--- config.mk ---
export PLATFORM = sky130hd
export DESIGN_NAME = cordic_pipe
export DESIGN_NICKNAME = d
export VERILOG_FILES = /design/src/rtl/cordic_pipe.sv
export SDC_FILE = /design/constraint.sdc
export NUM_CORES = 2
export LEC_CHECK = 0
export CORE_ASPECT_RATIO = 1.2
export CORE_UTILIZATION = 55
export CTS_CLUSTER_SIZE = 14
export DETAILED_ROUTE_END_ITERATION = 10
export PLACE_DENSITY = 0.72
export SYNTH_ARGS = -nofsm -noshare
export SYNTH_HDL_FRONTEND = slang
export SYNTH_SLANG_ARGS = --single-unit
--- constraint.sdc ---
create_clock -name clk -period 33.4 [get_ports clk]
set_input_delay 3.34 -clock clk [delete_from_list [all_inputs] [get_ports clk]]
set_output_delay 3.34 -clock clk [all_outputs]
set_load 0.02 [all_outputs]
--- src/rtl/cordic_pipe.sv ---
// Fully pipelined CORDIC engine: quadrant pre-rotation, ITER micro-rotation stages,
// optional 1/K gain compensation and saturation, under a global valid/ready stall.

module cordic_stage #(
  parameter int XW  = 18,
  parameter int AW  = 16,
  parameter int IDX = 0
) (
  input  logic                 clk,
  input  logic                 rst,
  input  logic                 en,
  input  logic                 mode,
  input  logic signed [XW-1:0] x,
  input  logic signed [XW-1:0] y,
  input  logic signed [AW-1:0] z,
  output logic                 mode_q,
  output logic signed [XW-1:0] x_q,
  output logic signed [XW-1:0] y_q,
  output logic signed [AW-1:0] z_q
);
  // atan(2^-i) in hundredths of a degree, rounded
  function automatic int atan_cdeg(input int i);
    case (i)
      0:  return 4500;
      1:  return 2657;
      2:  return 1404;
      3:  return 713;
      4:  return 358;
      5:  return 179;
      6:  return 90;
      7:  return 45;
      8:  return 22;
      9:  return 11;
      10: return 6;
      11: return 3;
      12: return 1;
      13: return 1;
      default: return 0;
    endcase
  endfunction

  localparam logic signed [AW-1:0] ANG = AW'(atan_cdeg(IDX));

  logic                 d_pos;
  logic signed [XW-1:0] xs, ys;

  assign d_pos = mode ? y[XW-1] : !z[AW-1];
  assign xs    = x >>> IDX;
  assign ys    = y >>> IDX;

  always_ff @(posedge clk or posedge rst) begin
    if (rst) begin
      mode_q <= 1'b0;
      x_q    <= '0;
      y_q    <= '0;
      z_q    <= '0;
    end else if (en) begin
      mode_q <= mode;
      x_q    <= d_pos ? x - ys : x + ys;
      y_q    <= d_pos ? y + xs : y - xs;
      z_q    <= d_pos ? z - ANG : z + ANG;
    end
  end
endmodule

module cordic_pipe #(
  parameter int W         = 16,
  parameter int AW        = 16,
  parameter int ITER      = 12,
  parameter int GAIN_COMP = 1
) (
  input  logic          clk,
  input  logic          rst,
  input  logic          in_valid,
  output logic          in_ready,
  input  logic          in_mode,
  input  logic [W-1:0]  in_x,
  input  logic [W-1:0]  in_y,
  input  logic [AW-1:0] in_z,
  output logic          out_valid,
  input  logic          out_ready,
  output logic          out_mode,
  output logic [W-1:0]  out_x,
  output logic [W-1:0]  out_y,
  output logic [AW-1:0] out_z
);
  localparam int XW = W + 2;
  localparam logic signed [AW-1:0] Z90  = AW'(9000);
  localparam logic signed [AW-1:0] Z180 = AW'(18000);
  localparam logic signed [XW-1:0] VMAX = XW'((1 << (W-1)) - 1);
  localparam logic signed [XW-1:0] VMIN = XW'(-(1 << (W-1)));

  logic adv;
  // [0] = pre-rotation, [1..ITER] = micro-rotations, [ITER+1] = output
  logic [ITER+1:0] vld_pipe;

  assign adv       = !out_valid || out_ready;
  assign in_ready  = adv;
  assign out_valid = vld_pipe[ITER+1];

  always_ff @(posedge clk or posedge rst) begin
    if (rst) vld_pipe <= '0;
    else if (adv) vld_pipe <= {vld_pipe[ITER:0], in_valid};
  end

  logic signed [XW-1:0] ext_x, ext_y, px_n, py_n, p_x, p_y;
  logic signed [AW-1:0] zi, pz_n, p_z;
  logic                 p_mode;

  assign ext_x = {{2{in_x[W-1]}}, in_x};
  assign ext_y = {{2{in_y[W-1]}}, in_y};
  assign zi    = in_z;

  always_comb begin
    px_n = ext_x;
    py_n = ext_y;
    pz_n = zi;
    if (!in_mode) begin
      if (zi > Z90) begin
        px_n = -ext_x;
        py_n = -ext_y;
        pz_n = zi - Z180;
      end else if (zi < -Z90) begin
        px_n = -ext_x;
        py_n = -ext_y;
        pz_n = zi + Z180;
      end
    end else begin
      pz_n = '0;
      // left half-plane: fold into right half, remember +/-180 by original y sign
      if (ext_x[XW-1]) begin
        px_n = -ext_x;
        py_n = -ext_y;
        pz_n = in_y[W-1] ? -Z180 : Z180;
      end
    end
  end

  always_ff @(posedge clk or posedge rst) begin
    if (rst) begin
      p_mode <= 1'b0;
      p_x    <= '0;
      p_y    <= '0;
      p_z    <= '0;
    end else if (adv) begin
      p_mode <= in_mode;
      p_x    <= px_n;
      p_y    <= py_n;
      p_z    <= pz_n;
    end
  end

  logic [ITER-1:0]          s_mode;
  logic [ITER-1:0][XW-1:0]  s_x, s_y;
  logic [ITER-1:0][AW-1:0]  s_z;

  for (genvar i = 0; i < ITER; i++) begin : g_stage
    if (i == 0) begin : g_first
      cordic_stage #(.XW(XW), .AW(AW), .IDX(i)) u_stage (
        .clk(clk), .rst(rst), .en(adv),
        .mode(p_mode), .x(p_x), .y(p_y), .z(p_z),
        .mode_q(s_mode[i]), .x_q(s_x[i]), .y_q(s_y[i]), .z_q(s_z[i])
      );
    end else begin : g_rest
      cordic_stage #(.XW(XW), .AW(AW), .IDX(i)) u_stage (
        .clk(clk), .rst(rst), .en(adv),
        .mode(s_mode[i-1]), .x(s_x[i-1]), .y(s_y[i-1]), .z(s_z[i-1]),
        .mode_q(s_mode[i]), .x_q(s_x[i]), .y_q(s_y[i]), .z_q(s_z[i])
      );
    end
  end

  logic signed [XW-1:0] l_x, l_y, g_x, g_y;

  assign l_x = s_x[ITER-1];
  assign l_y = s_y[ITER-1];
  // 1/K ~= 0.607422 via shift-add
  assign g_x = (GAIN_COMP != 0) ? (l_x >>> 1) + (l_x >>> 3) - (l_x >>> 6) - (l_x >>> 9) : l_x;
  assign g_y = (GAIN_COMP != 0) ? (l_y >>> 1) + (l_y >>> 3) - (l_y >>> 6) - (l_y >>> 9) : l_y;

  function automatic logic [W-1:0] sat(input logic signed [XW-1:0] v);
    if (v > VMAX)      return VMAX[W-1:0];
    else if (v < VMIN) return VMIN[W-1:0];
    else               return v[W-1:0];
  endfunction

  always_ff @(posedge clk or posedge rst) begin
    if (rst) begin
      out_mode <= 1'b0;
      out_x    <= '0;
      out_y    <= '0;
      out_z    <= '0;
    end else if (adv) begin
      out_mode <= s_mode[ITER-1];
      out_x    <= sat(g_x);
      out_y    <= sat(g_y);
      out_z    <= s_z[ITER-1];
    end
  end
endmodule

### After elaboration in Yosys (flattened, before gate mapping)

Cells that the tools add are included.

* add/sub/neg operators: 81
* order comparisons: 6
* mux-type cells: 65
* reductions and logical operators: 14

Operators with widths (count)
* 18-bit two-way mux: 32
* 16-bit two-way mux: 21
* 18-bit by 12-bit subtractor with 18-bit output: 4
* 18-bit by 9-bit subtractor with 18-bit output: 4
* 17-bit by 15-bit adder with 18-bit output: 2
* 18-bit by 10-bit adder with 18-bit output: 2
* 18-bit by 11-bit adder with 18-bit output: 2
* 18-bit by 12-bit adder with 18-bit output: 2
* 18-bit by 13-bit adder with 18-bit output: 2
* 18-bit by 14-bit adder with 18-bit output: 2
* 18-bit by 15-bit adder with 18-bit output: 2
* 18-bit by 16-bit adder with 18-bit output: 2
* 18-bit by 17-bit adder with 18-bit output: 2
* 18-bit by 7-bit adder with 18-bit output: 2
* 18-bit by 8-bit adder with 18-bit output: 2
* 18-bit by 9-bit adder with 18-bit output: 2
* 18-bit by 16-bit > comparator with 1-bit output (second input constant): 2
* 18-bit by 16-bit less-than comparator with 1-bit output (second input constant): 2
* 16-bit negation with 18-bit output: 2
* 18-bit by 10-bit subtractor with 18-bit output: 2
* 18-bit by 11-bit subtractor with 18-bit output: 2
* 18-bit by 13-bit subtractor with 18-bit output: 2
* 18-bit by 14-bit subtractor with 18-bit output: 2
* 18-bit by 15-bit subtractor with 18-bit output: 2
* 37 further kinds: 65

* register bits: 752
* input bits: 53
* output and inout port bits: 51
* logic and storage cells: 223

### Logic depth before layout (Yosys ltp)

* depth after elaboration: 6
* depth in mapped cells: 18
* depth with buffers taken out: 17

### Hierarchy

From an unflattened synthesis, not the netlist that was laid out.

* cell total of the unflattened synthesis: 7766
* area, all modules: 67887.6 sq um

By module, submodules not included
* cordic_pipe: instances 1, cells each 1051, area each 8959.8 sq um, sequential area each 2902.8 sq um
* cordic_stage (g_stage[3].g_rest.u_stage): instances 1, cells each 623, area each 5265.0 sq um, sequential area each 1326.3 sq um
* cordic_stage (g_stage[0].g_first.u_stage): instances 1, cells each 626, area each 5243.8 sq um, sequential area each 1301.2 sq um
* cordic_stage (g_stage[1].g_rest.u_stage): instances 1, cells each 590, area each 5079.9 sq um, sequential area each 1326.3 sq um
* cordic_stage (g_stage[9].g_rest.u_stage): instances 1, cells each 569, area each 5007.3 sq um, sequential area each 1326.3 sq um
* cordic_stage (g_stage[4].g_rest.u_stage): instances 1, cells each 586, area each 4973.5 sq um, sequential area each 1326.3 sq um
* cordic_stage (g_stage[11].g_rest.u_stage): instances 1, cells each 567, area each 4966.0 sq um, sequential area each 1326.3 sq um
* cordic_stage (g_stage[7].g_rest.u_stage): instances 1, cells each 546, area each 4799.6 sq um, sequential area each 1326.3 sq um
* cordic_stage (g_stage[10].g_rest.u_stage): instances 1, cells each 520, area each 4753.3 sq um, sequential area each 1326.3 sq um
* cordic_stage (g_stage[2].g_rest.u_stage): instances 1, cells each 526, area each 4739.5 sq um, sequential area each 1326.3 sq um
* cordic_stage (g_stage[8].g_rest.u_stage): instances 1, cells each 518, area each 4702.0 sq um, sequential area each 1326.3 sq um
* cordic_stage (g_stage[6].g_rest.u_stage): instances 1, cells each 527, area each 4700.8 sq um, sequential area each 1326.3 sq um
* cordic_stage (g_stage[5].g_rest.u_stage): instances 1, cells each 517, area each 4697.0 sq um, sequential area each 1326.3 sq um

### Worst setup path after synthesis

OpenSTA, ideal clock, no wires.

* kind: input port to output port
* from: in out_ready
* to: out in_ready
* data arrival time: 4.548 ns
* required time: 30.060 ns
* setup slack: 25.512 ns
* stages: 6
* buffers on the path: 4
* path through: nor2b_1 -> buf_2 -> inv_2 -> clkbuf_1 -> clkbuf_1 -> clkbuf_1

* longest elaborated chain between the ends: 1

RTL lines
* from (decl): line 81 `input logic out_ready,`
* 1-bit logical OR: line 97 `assign adv = !out_valid || out_ready;`
* to (decl): line 75 `output logic in_ready,`

Every way passes these cells.

### Worst setup path in the final report

Ends and elaborated chain as after synthesis.

==> metrics <==
Reg area=18700 sq um; nets@finish=8467; Fin Setup TNS=0 ns; worst reg2reg startpoint=g_stage[5].g_rest.u_stage.y_q[17]; Worst-Margin Slew=1.23 ns; post-CTS sizing=0; number of H-tree levels=3; post-synthesis simple-gate area fraction=18.1%; layout cells sized above 1=3.91%; Reg2Reg Setup Slack=approximately 28 ns; number of max-cap violations=0; average vias per placed instance=between 5 and 6; Mapped Avg Cell Area=between 8 and 9 sq um; total track usage=a little over a quarter; RSZ-0062 raised after global routing=false; largest net degree at the start of global routing=223; Die Height=374 um; Yosys top cell by area=dfrtp_1; main combinational cell family by area after synthesis=compound AO/OA/AOI/OAI gates; vias after detailed routing=54100; I/O Buffers=roughly 100; CP Max Fanout=91; max_slew headroom=17.5%; hold path depth=2; Tmin final=8.40 ns; Setup crit start=out_ready; Compound-Gate Fraction of Synth Area=21.6%; # Post-CTS Setup Buffers=0; die area=117000 sq um; Clock Latency Late Sink=0.70 ns; Netlist cell types=98; Area Overhead vs Synth=8.08%; Post-Place Worst Slack=25.01 ns; Synth area leaders=dfrtp_1, ha_1, nand2_1, a21oi_1, xnor2_1; cts hold-fix bufs=0; reg2reg end=g_stage[6].g_rest.u_stage.y_q[16]; Post-Syn Instances=7687; f_max=119 MHz; Detail Route Antenna Nets=0; highest routing layer actually used=met4; sequential area share after synthesis=about 30%; Post-Synth XOR/XNOR Area=9.91%; DRT Pass-1 Iters=6; max-slew violation count=0; Post-synth EDFFs=0; commonest non-fill, non-tap cell in the layout=nand2_1; Yosys reg bits=749; Critical Path Sink Type=primary output; Syn. warnings=0; asr flop ratio synth=between 90% and 100%; worst hold endpoint=out_z[13]; DRC=0; CTS tree=yes; Worst Clk Skew=0.0288 ns; vias in the first global route=about 53000; post-synthesis mux area share=0.790%; status=completed; fillers=10300; Synth Flop Type=dfrtp_1; final worst slack=25.00 ns; Clock Sinks=749; CP Class=in2out; adder-cell share of the synthesized area=~16%; routed wl met2=about 80 mm; Worst setup SP type=input pin; CTS root buf=clkbuf_16; first-pass GRT wire length=approximately 260 mm; fin crit share=25.2%; Syn Nets=between 8000 and 9000; # diodes=0; drt initial violations=3296; WL met3=~4.6 mm; RD Place Congestion=0.907; Worst Min Path Start=out_z[13]; post-DP HPWL=118 mm; M1 WL=between 60 and 70 mm; Clock Tree Buf Depth=3; CORE AREA=115000 sq um; worst r2r path cells=14; Initial Util=a little under three fifths; initial antenna violation count=0; # setup viols final=0; Yosys top cell area share=between 20 and 30%; most frequent cells in the layout=nand2_1, dfrtp_1, nor2_1; Mapped Area=approximately 64000 sq um; Final Hold Viols=0; DIE WIDTH=312 um; Clock transition at path regs=0.06 ns; worst path required time=30.06 ns; area of the multi-input gates=42200 sq um; CTS Buf Count=85; Worst Hold Class=reg2reg; Top Ports=104; row count=136; GR Overflow Total=0; Arr. time, crit path=between 5 and 6 ns; Post-Route WL=156 mm; Wirelength per Cell=16.9 um
## cell families (layout without fill, tap and decap cells)
group,count (synthesis),in the layout
adder cells (fa/ha/maj),757,757
AO/OA/AOI/OAI,2180,2180
buffers and inverters,700,732
flip-flops,749,749
XOR/XNOR,719,719
AND/OR/NAND/NOR,2534,2534
multiplexers,48,48
## through the flow
step           instances  area, sq um  hold WS, ns  util, %
2_1_floorplan       7687        63500        0.430        -
3_3_place_gp        9088        65800        0.451     57.5
3_5_place_dp        9088        65800        0.455     57.5
4_1_cts             9237        68600        0.468     59.9
5_1_grt             9237        68600        0.488     59.9
6_report            9237        68600        0.464     59.9
## cells in the mapped netlist, types with 19 or more instances
| cell | n |
|---|---|
| nor2b_1 | 64 |
| nor2_1 | 715 |
| a31oi_1 | 81 |
| nand2_1 | 908 |
| nand3_1 | 144 |
| o21bai_1 | 74 |
| or2_2 | 24 |
| nand4_1 | 24 |
| dfrtp_1 | 749 |
| and2_1 | 25 |
| o31ai_1 | 116 |
| inv_1 | 437 |
| o21a_1 | 88 |
| a211oi_1 | 87 |
| mux2i_1 | 31 |
| a21oi_1 | 680 |
| o22ai_1 | 30 |
| and3_1 | 65 |
| o211ai_1 | 39 |
| nor4_1 | 26 |
| xnor2_1 | 377 |
| a21o_1 | 159 |
| nand2b_1 | 69 |
| nor3_1 | 265 |
| ha_1 | 670 |
| fa_1 | 87 |
| o41ai_1 | 19 |
| nor3b_1 | 43 |
| clkbuf_1 | 239 |
| xor2_1 | 342 |
| or3_1 | 90 |
| o21ai_0 | 548 |
## worst max-delay path: stages
cell and delay (ns):
clkdlybuf4s50_1 0.50, nor2b_4 0.07, inv_8 0.34, clkdlybuf4s50_1 0.71
## state kept, by name (all words and copies together), names as in the netlist, 16 cells and up
register	cells
out_x	16
g_stage.g_rest.u_stage.y_q	197
p_z	16
g_stage.g_rest.u_stage.z_q	176
g_stage.g_rest.u_stage.x_q	197
g_stage.g_first.u_stage.z_q	16
out_y	16
p_y	18
p_x	18
g_stage.g_first.u_stage.x_q	18
g_stage.g_first.u_stage.y_q	17
out_z	16
## final cells by class
class,count,area share (%)
clock buffer,110,3.43
clock inverter,39,0.704
inverter,441,2.43
multi-input combinational,6238,61.4
sequential,749,27.3
tap,1518,2.77
timing repair buffer,142,1.95
## worst max-delay path by stage
stage                                             end  slack (ns)  depth (start not counted)
floorplan           g_stage[0].g_first.u_stage.mode_q        9.04                          1
global placement                             in_ready       25.01                          4
detailed placement                           in_ready       25.01                          4
CTS                                          in_ready       25.01                          4
global route                                 in_ready       24.94                          4
finish                                       in_ready       25.00                          4
## per-layer routing
layer,up-vias,track usage [%]
li1,27100,-
met2,824,48.7
met3,228,2.33
met4,0,7.96
met1,26000,32.9
met5,-,0
Power is not shown: default switching activity piles up to over one toggle a cycle in this logic, so the estimate is an artifact.
